File: config.mk
export PLATFORM = sky130hd
export DESIGN_NAME = hypot_rr_scheduler
export DESIGN_NICKNAME = d
export VERILOG_FILES = /design/src/rtl/hypot_rr_scheduler.sv
export SDC_FILE = /design/constraint.sdc
export NUM_CORES = 1
export LEC_CHECK = 0
export BUFFER_PORTS_ARGS = -buffer_cell sky130_fd_sc_hd__buf_2
export CAP_MARGIN = 0
export CORE_UTILIZATION = 30
export DETAILED_ROUTE_END_ITERATION = 7
export GPL_ROUTABILITY_DRIVEN = 0
export PLACE_DENSITY = 0.54
export SYNTH_ARGS = -nofsm -noshare
export SYNTH_HDL_FRONTEND = slang
export SYNTH_SLANG_ARGS = --single-unit
File: constraint.sdc
create_clock -name clk -period 6.6 [get_ports clk]
set_input_delay 0.66 -clock clk [delete_from_list [all_inputs] [get_ports clk]]
set_output_delay 0.66 -clock clk [all_outputs]
set_load 0.01 [all_outputs]
File: src/rtl/hypot_rr_scheduler.sv
// hypot_rr_scheduler
//   Shares one sequential vector-magnitude engine, floor(sqrt(x^2+y^2)),
//   among NREQ requesters. Requests are picked round-robin through a
//   valid/ready handshake. Each response carries the id of its requester.
//   One cycle squares and sums the operands. A restoring bit-serial
//   square root then produces one result bit per cycle.
//
// Ports
//   clk         rising-edge clock
//   rst_n       asynchronous active-low reset
//   ena         global enable; low freezes all state and forces req_ready to 0
//   req_valid   per-requester request valid                 [NREQ]
//   req_ready   per-requester accept, one-hot or zero       [NREQ] (combinational, IDLE only)
//   req_x       packed x operands, requester i at [i*W +: W]
//   req_y       packed y operands, same packing
//   resp_valid  result valid, held until resp_ready
//   resp_ready  result consumed
//   resp_id     requester that owns resp_mag                [IDW]
//   resp_mag    magnitude result                            [W+1]
//   busy        high in every state except IDLE
//
// Configuration
//   HYPOT_ROUND_EN  when defined, resp_mag is rounded to the nearest integer
//                   instead of truncated, with no added latency.

module hypot_rr_scheduler #(
  parameter int unsigned NREQ = 4,
  parameter int unsigned W    = 8,
  parameter int unsigned IDW  = 2
) (
  input  logic              clk,
  input  logic              rst_n,
  input  logic              ena,
  input  logic [NREQ-1:0]   req_valid,
  output logic [NREQ-1:0]   req_ready,
  input  logic [NREQ*W-1:0] req_x,
  input  logic [NREQ*W-1:0] req_y,
  output logic              resp_valid,
  input  logic              resp_ready,
  output logic [IDW-1:0]    resp_id,
  output logic [W:0]        resp_mag,
  output logic              busy
);

  localparam int unsigned SW = 2 * W;
  localparam int unsigned RW = 2 * W + 1;
  localparam int unsigned MW = W + 1;

  typedef enum logic [1:0] {
    S_IDLE = 2'd0,
    S_LOAD = 2'd1,
    S_ITER = 2'd2,
    S_DONE = 2'd3
  } state_t;

  state_t          r_state;
  state_t          w_state_nxt;
  logic [IDW-1:0]  r_ptr;
  logic [IDW-1:0]  r_id;
  logic [W-1:0]    r_x;
  logic [W-1:0]    r_y;
  logic [RW-1:0]   r_rem;
  logic [RW-1:0]   r_root;
  logic [RW-1:0]   r_bit;
  logic [MW-1:0]   r_mag;
  logic            r_resp_valid;
  logic            r_busy;

  logic            w_gnt_any;
  logic [IDW-1:0]  w_gnt_id;
  logic            w_accept;
  logic [SW-1:0]   w_xx;
  logic [SW-1:0]   w_yy;
  logic [RW-1:0]   w_sum;
  logic [RW-1:0]   w_trial;
  logic            w_ge;
  logic [RW-1:0]   w_rem_step;
  logic [RW-1:0]   w_root_step;
  logic [MW-1:0]   w_root_fin;

  // Round-robin pick: first valid requester at or above the pointer, wrapping
  always_comb begin
    w_gnt_any = 1'b0;
    w_gnt_id  = '0;
    for (int unsigned k = 0; k < NREQ; k++) begin
      if (!w_gnt_any && req_valid[IDW'((32'(r_ptr) + k) % NREQ)]) begin
        w_gnt_any = 1'b1;
        w_gnt_id  = IDW'((32'(r_ptr) + k) % NREQ);
      end
    end
  end

  // Next-state and combinational grant
  always_comb begin
    w_state_nxt = r_state;
    req_ready   = '0;
    w_accept    = 1'b0;
    case (r_state)
      S_IDLE: begin
        if (ena && w_gnt_any) begin
          w_accept            = 1'b1;
          req_ready[w_gnt_id] = 1'b1;
          w_state_nxt         = S_LOAD;
        end
      end
      S_LOAD: begin
        if (ena) w_state_nxt = S_ITER;
      end
      S_ITER: begin
        // bit reaches 1 on the final restoring step
        if (ena && r_bit[0]) w_state_nxt = S_DONE;
      end
      S_DONE: begin
        if (ena && resp_ready) w_state_nxt = S_IDLE;
      end
      default: w_state_nxt = S_IDLE;
    endcase
  end

  // State register
  always_ff @(posedge clk or negedge rst_n) begin
    if (!rst_n) begin
      r_state <= S_IDLE;
    end else if (ena) begin
      r_state <= w_state_nxt;
    end
  end

  // Square-and-sum and one restoring square-root step
  assign w_xx        = SW'(r_x) * SW'(r_x);
  assign w_yy        = SW'(r_y) * SW'(r_y);
  assign w_sum       = RW'(w_xx) + RW'(w_yy);
  assign w_trial     = r_root + r_bit;
  assign w_ge        = (r_rem >= w_trial);
  assign w_rem_step  = w_ge ? (r_rem - w_trial) : r_rem;
  assign w_root_step = w_ge ? ((r_root >> 1) + r_bit) : (r_root >> 1);

`ifdef HYPOT_ROUND_EN
  // rem > root means x^2+y^2 > (root+0.5)^2, so round up
  assign w_root_fin = w_root_step[MW-1:0] + MW'(w_rem_step > w_root_step);
`else
  assign w_root_fin = w_root_step[MW-1:0];
`endif

  // Operand latch, datapath and registered response
  always_ff @(posedge clk or negedge rst_n) begin
    if (!rst_n) begin
      r_ptr        <= '0;
      r_id         <= '0;
      r_x          <= '0;
      r_y          <= '0;
      r_rem        <= '0;
      r_root       <= '0;
      r_bit        <= '0;
      r_mag        <= '0;
      r_resp_valid <= 1'b0;
      r_busy       <= 1'b0;
    end else if (ena) begin
      r_resp_valid <= (w_state_nxt == S_DONE);
      r_busy       <= (w_state_nxt != S_IDLE);
      case (r_state)
        S_IDLE: begin
          if (w_accept) begin
            r_x   <= req_x[32'(w_gnt_id) * W +: W];
            r_y   <= req_y[32'(w_gnt_id) * W +: W];
            r_id  <= w_gnt_id;
            r_ptr <= IDW'((32'(w_gnt_id) + 1) % NREQ);
          end
        end
        S_LOAD: begin
          r_rem  <= w_sum;
          r_root <= '0;
          r_bit  <= RW'(1) << SW;
        end
        S_ITER: begin
          r_rem  <= w_rem_step;
          r_root <= w_root_step;
          r_bit  <= r_bit >> 2;
          if (r_bit[0]) r_mag <= w_root_fin;
        end
        default: begin
        end
      endcase
    end
  end

  assign resp_valid = r_resp_valid;
  assign resp_id    = r_id;
  assign resp_mag   = r_mag;
  assign busy       = r_busy;

endmodule

==> flow_summary.yaml, run 1 <==
worst_setup_path:
  crit_family: "adder cells"
  crit_arrival_ps: 6260
  max_stage_delay_ps: 540
  start_kind: "flip-flop"
  critPathMaxFanout: 10
  required_ps: 6820
  crit_start: "r_x[5]"
  timing.rr.start: "r_x[5]"
  crit_buf_inv: 4
  worstPathCellList: "and2_1 > fa_1 > inv_1 > fa_1 > inv_1 > fa_1 > fa_1 > fa_1 > inv_1 > fa_1 > inv_1 > ha_1 > a211o_1 > o31a_1 > a221oi_2 > mux2_2 > nor2_1 > o32a_1"
  cp-end-kind: "flip-flop"
  critPathKind: "flip-flop to flip-flop"
  critPathMostFrequentCell: "fa_1"
  r2r_end: "r_rem[14]"
  cp_slowest_cell: "fa_1"
  reg2regPathDepth: 18
  reg2reg_slack_ps: 560
global_routing:
  grt-ovfl-total: 0
  grt_max_degree: 58
  gr-usage-all-layers_pct: 14.1
  grt_pass1_wl_um: 35600
  antenna_found_initial: 0
  grt_pass1_vias: 7316
clocking:
  cts_max_level: 3
  post_cts_buffers: 0
  cts_hold_buf: 0
  clock-sinks: 76
  cts-root-buf: "clkbuf_16"
  post_cts_resized: 0
  clockBufferDepth: 2
  clk_pin_slew_ps: 70
  cts_tree: "yes"
  clock_latency_ps: 350
  numCtsBuffers: 9
yosys:
  synth_area_um2: 9160
  synth-seq-area-share_pct: 20.8
  synth_area_per_cell_um2: 8.75
  yosys_warnings: 0
  synth.net_count: 1294
  async_reset_ff_share_pct: 100
  ys_types: 59
  ys_ff_latch: 76
  synth_edf_count: 0
  synth_cells: 1046
  synth-main-ff-cell: "dfrtp_1"
drt:
  vias: 7131
  first_pass_iters: 4
  drc: 0
  wl_um: 20600
  drt-initial-drc-count: 338
  antenna_left: 0
  wl_per_cell_um: 13.7
  viasPerCell: 4.76
timing:
  worst_slew_pin_slew_ps: 1160
  setup_violations: 0
  rsz0062_at_grt: "no"
  setup_tns_ps: 0
  skew_ps: 15.3
  drv_slew: 0
  max_slew_margin_pct: 22.5
  fin_crit_sh_pct: 91.5
  hold_viol: 0
  timing.final.ws_setup_ps: 563
  max_freq_ghz: 0.166
  whs_ps: 187
  fin_crit_ps: 6040
cells_and_area:
  final_cell_mix: "nand2_1 (129), inv_1 (117), ha_1 (99)"
  final_nets: 1353
  synthToLayoutAreaGrowth_pct: 11.7
  final_core_utilization_pct: 34.3
  nFillCells: 3139
  antennaDiodeCount: 0
  drive_gt1_share_pct: 12.9
  final_common_cell: "nand2_1"
floorplan:
  fp-row-count: 63
  ios: 89
  initial_core_util_pct: 30.7
  placeableCoreArea_um2: 29800
  die_w_um: 177
  die_h_um: 177
  die_area_um2: 31200
hold_path:
  hold_class: "input port to async pin"
run:
  max_cap_viol_count: 0
run_status:
  run_status: "complete, no violations"
placed_design:
  hpwl_um: 16900
  io_buffers: 88
  post-place-ws_ps: 546
[flip-flops by register name, indices dropped and copies added, names as in the netlist]
register and cells:
resp_id 2, r_y 8, r_x 8, resp_mag 9
r_rem 17, r_root 17, busy 1, r_bit 9
resp_valid 1, r_state 2, r_ptr 2
[metrics by stage]
| stage | cells | instance area, um^2 |
|---|---|---|
| final | 1499 | 10200 |
| after global routing | 1499 | 10200 |
| after CTS | 1499 | 10200 |
| after detailed placement | 1484 | 9930 |
| after global placement | 1484 | 9930 |
| after floorplan | 1046 | 9160 |
[synthesized netlist by cell type, types with 2 or more instances]
cell	n	area [um^2]
xor2_1	20	175
o31ai_1	2	15.0
o21a_1	10	75.1
and3_1	7	43.8
dfrtp_1	76	1900
buf_1	2	7.51
a211o_1	3	26.3
a211oi_1	6	45.0
o311ai_0	2	17.5
or4_1	2	15.0
mux2_2	22	248
xnor2_1	35	307
a22oi_1	3	22.5
nand3b_1	3	22.5
nand4_1	10	62.6
nand2_1	129	484
ha_1	99	1240
a31o_2	3	26.3
o21ai_0	86	430
nor2_1	62	233
mux2i_1	26	260
o31a_1	3	26.3
clkbuf_1	38	143
nor2b_1	14	87.6
o22ai_1	4	25.0
a21oi_1	43	215
fa_1	77	1540
o21ai_1	4	20.0
or3_1	4	25.0
o211ai_1	9	67.6
nor4_1	4	25.0
nand3_1	13	65.1
a2111oi_0	2	17.5
a221oi_1	2	17.5
buf_6	5	56.3
a31oi_1	17	106
nor3_1	4	20.0
inv_1	117	439
o21bai_1	3	22.5
nand4b_1	2	17.5
nand2b_1	5	31.3
a21o_1	12	90.1
and2_1	40	250
[final cells by class]
cell class,instances,area [um^2],share of cell area (%)
tap,390,488,4.77
timing repair buffer,94,488,4.77
inverter,117,439,4.30
clock buffer,9,225,2.20
multi-input combinational,807,6620,64.7
clock inverter,6,65.1,0.636
sequential,76,1900,18.6
[worst max-delay path by stage]
stage                      to  cells after the start  slack, ps
finish              r_rem[14]                     18        560
global route        r_rem[14]                     18        300
CTS                 r_rem[14]                     18        530
detailed placement  r_rem[14]                     18        550
global placement    r_rem[14]                     18        650
floorplan           r_rem[14]                     19        780
[cells by family after synthesis]
| family | share of synthesized area (%) |
|---|---|
| XOR/XNOR | 5.26 |
| adder cells (fa/ha/maj) | 30.4 |
| AO/OA/AOI/OAI | 15.6 |
| buffers and inverters | 7.11 |
| AND/OR/NAND/NOR | 15.3 |
| flip-flops | 20.8 |
| multiplexers | 5.55 |
[worst reg2reg max path: stages (launching register included)]
cell      delay, ps
dfrtp_1         480
and2_1          240
fa_1            540
inv_1            50
fa_1            530
inv_1            50
fa_1            490
fa_1            470
fa_1            540
inv_1            50
fa_1            540
inv_1            50
ha_1            360
a211o_1         310
o31a_1          290
a221oi_2        340
mux2_2          210
nor2_1           40
o32a_1          350
[metal layers]
| metal | global-route usage, % | vias to the layer above | share of wire (%) |
|---|---|---|---|
| met1 | 19.4 | 3328 | 50 |
| met3 | 2.10 | 24 | 3.2 |
| li1 | - | 3647 | - |
| met5 | 0 | - | 0 |
| met2 | 22.8 | 132 | 45 |
| met4 | 3.81 | 0 | 1.6 |
Power of run 1 is not shown: default switching activity piles up to over one toggle a cycle in this logic, so the estimate is an artifact.
==> run 2, diff against run 1 <==
--- a/config.mk
+++ b/config.mk
@@ -6,11 +6,10 @@
 export NUM_CORES = 1
 export LEC_CHECK = 0
 export BUFFER_PORTS_ARGS = -buffer_cell sky130_fd_sc_hd__buf_2
-export CAP_MARGIN = 0
 export CORE_UTILIZATION = 30
 export DETAILED_ROUTE_END_ITERATION = 7
 export GPL_ROUTABILITY_DRIVEN = 0
-export PLACE_DENSITY = 0.54
+export PLACE_DENSITY = 0.43
 export SYNTH_ARGS = -nofsm -noshare
 export SYNTH_HDL_FRONTEND = slang
 export SYNTH_SLANG_ARGS = --single-unit
==> run 2 against run 1 <==
Maximum frequency rose by 0.22%. Critical path depth did not move. Cell count grew 0.53%. Clock-buffer cell count unchanged. Flip-flop and latch count unchanged. Core utilization rose by 0.21 points. Worst hold slack improved by 92 ps.
==> flow_summary.yaml, run 2 (synthesis gave the netlist of run 1 again) <==
run_status:
  run_status: "complete, no violations"
timing:
  skew_ps: 18.4
  rsz0062_at_grt: "no"
  setup_violations: 0
  fin_crit_ps: 6020
  drv_slew: 0
  worst_slew_pin_slew_ps: 780
  setup_tns_ps: 0
  hold_viol: 0
  fin_crit_sh_pct: 91.3
  max_freq_ghz: 0.166
  max_slew_margin_pct: 48.0
clocking:
  numCtsBuffers: 9
  clockBufferDepth: 2
  clk_pin_slew_ps: 70
  clock-sinks: 76
  cts_hold_buf: 0
  clock_latency_ps: 360
  cts_tree: "yes"
  post_cts_buffers: 0
  post_cts_resized: 0
  cts-root-buf: "clkbuf_16"
  cts_max_level: 3
floorplan:
  initial_core_util_pct: 30.7
  die_w_um: 177
  ios: 89
  fp-row-count: 63
  die_h_um: 177
  placeableCoreArea_um2: 29800
  die_area_um2: 31200
worst_setup_path:
  required_ps: 6830
  worstPathCellList: "and2_1 > fa_1 > inv_1 > fa_1 > inv_1 > fa_1 > fa_1 > fa_1 > inv_1 > fa_1 > inv_1 > ha_1 > a211o_1 > o31a_1 > a221oi_2 > mux2_2 > nor2_1 > o32a_1"
  crit_family: "adder cells"
  cp_slowest_cell: "fa_1"
  cp-end-kind: "flip-flop"
  critPathMostFrequentCell: "fa_1"
  crit_arrival_ps: 6250
  max_stage_delay_ps: 540
  critPathMaxFanout: 10
  critPathKind: "flip-flop to flip-flop"
  start_kind: "flip-flop"
  crit_buf_inv: 4
cells_and_area:
  multi_input_area_um2: 6620
  antennaDiodeCount: 0
  seq_area_um2: 1900
  nFillCells: 3152
  final_common_cell: "nand2_1"
  synthToLayoutAreaGrowth_pct: 12.4
  final_nets: 1360
  reg_top3: "r_rem: 17 flops, r_root: 17 flops"
  drive_gt1_share_pct: 13.5
  final_cell_mix: "nand2_1 (129), inv_1 (117), ha_1 (99)"
drt:
  drc: 0
  wl_met2_um: 10100
  viasPerCell: 4.72
  drt-met1-wl_um: 11300
  vias: 7106
  first_pass_iters: 6
  dr_wl_met3_um: 593
  drt-initial-drc-count: 226
  wl_per_cell_um: 14.7
  antenna_left: 0
  wl_um: 22100
  top_layer_used: "met4"
hold_path:
  hold_class: "input port to async pin"
global_routing:
  grt_max_degree: 44
  gr-usage-all-layers_pct: 15.2
  grt_pass1_wl_um: 37800
  grt-ovfl-total: 0
  antenna_found_initial: 0
  grt_pass1_vias: 7484
placed_design:
  hpwl_um: 18100
  io_buffers: 88
run:
  max_cap_viol_count: 0
run 2: routing by layer:
metal	up-vias	track usage (%)
met1	3318	20.9
met4	0	3.45
li1	3654	-
met5	-	0
met2	119	25.2
met3	15	1.95
run 2: final cells by class:
type,instances,share of cell area [%]
clock inverter,7,0.742
timing repair buffer,101,5.25
sequential,76,18.5
clock buffer,9,2.19
multi-input combinational,807,64.3
tap,390,4.74
inverter,117,4.27
run 2: worst reg2reg max path, cell delays in order (launching register included):
cell      delay [ps]
dfrtp_1          470
and2_1           240
fa_1             530
inv_1             50
fa_1             530
inv_1             50
fa_1             470
fa_1             460
fa_1             540
inv_1             60
fa_1             530
inv_1             40
ha_1             360
a211o_1          310
o31a_1           300
a221oi_2         360
mux2_2           210
nor2_1            30
o32a_1           350
run 2: final timing paths:
kind | start | to | slack (ps) | depth (start not counted)
min in group clk | resp_mag[5] | resp_mag[5] | 470 | 2
max in group asynchronous | rst_n | r_y[4] | 5330 | 2
worst max register to register | r_x[3] | r_rem[14] | 580 | 18
worst min-delay path | rst_n | r_rem[16] | 280 | 1
worst min register to register | resp_mag[5] | resp_mag[5] | 470 | 2
worst max-delay path | r_x[3] | r_rem[14] | 580 | 18
run 2: through the flow:
stage	hold slack [ps]	area [um^2]	instances	util [%]	setup WS, ps
final	279	10300	1507	34.5	576
after detailed placement	468	9990	1491	33.5	599
after global placement	464	9990	1491	33.5	620
after global routing	304	10300	1507	34.5	263
after floorplan	364	9160	1046	-	783
after CTS	288	10300	1507	34.5	556
Power of run 2 is left out for the same reason.
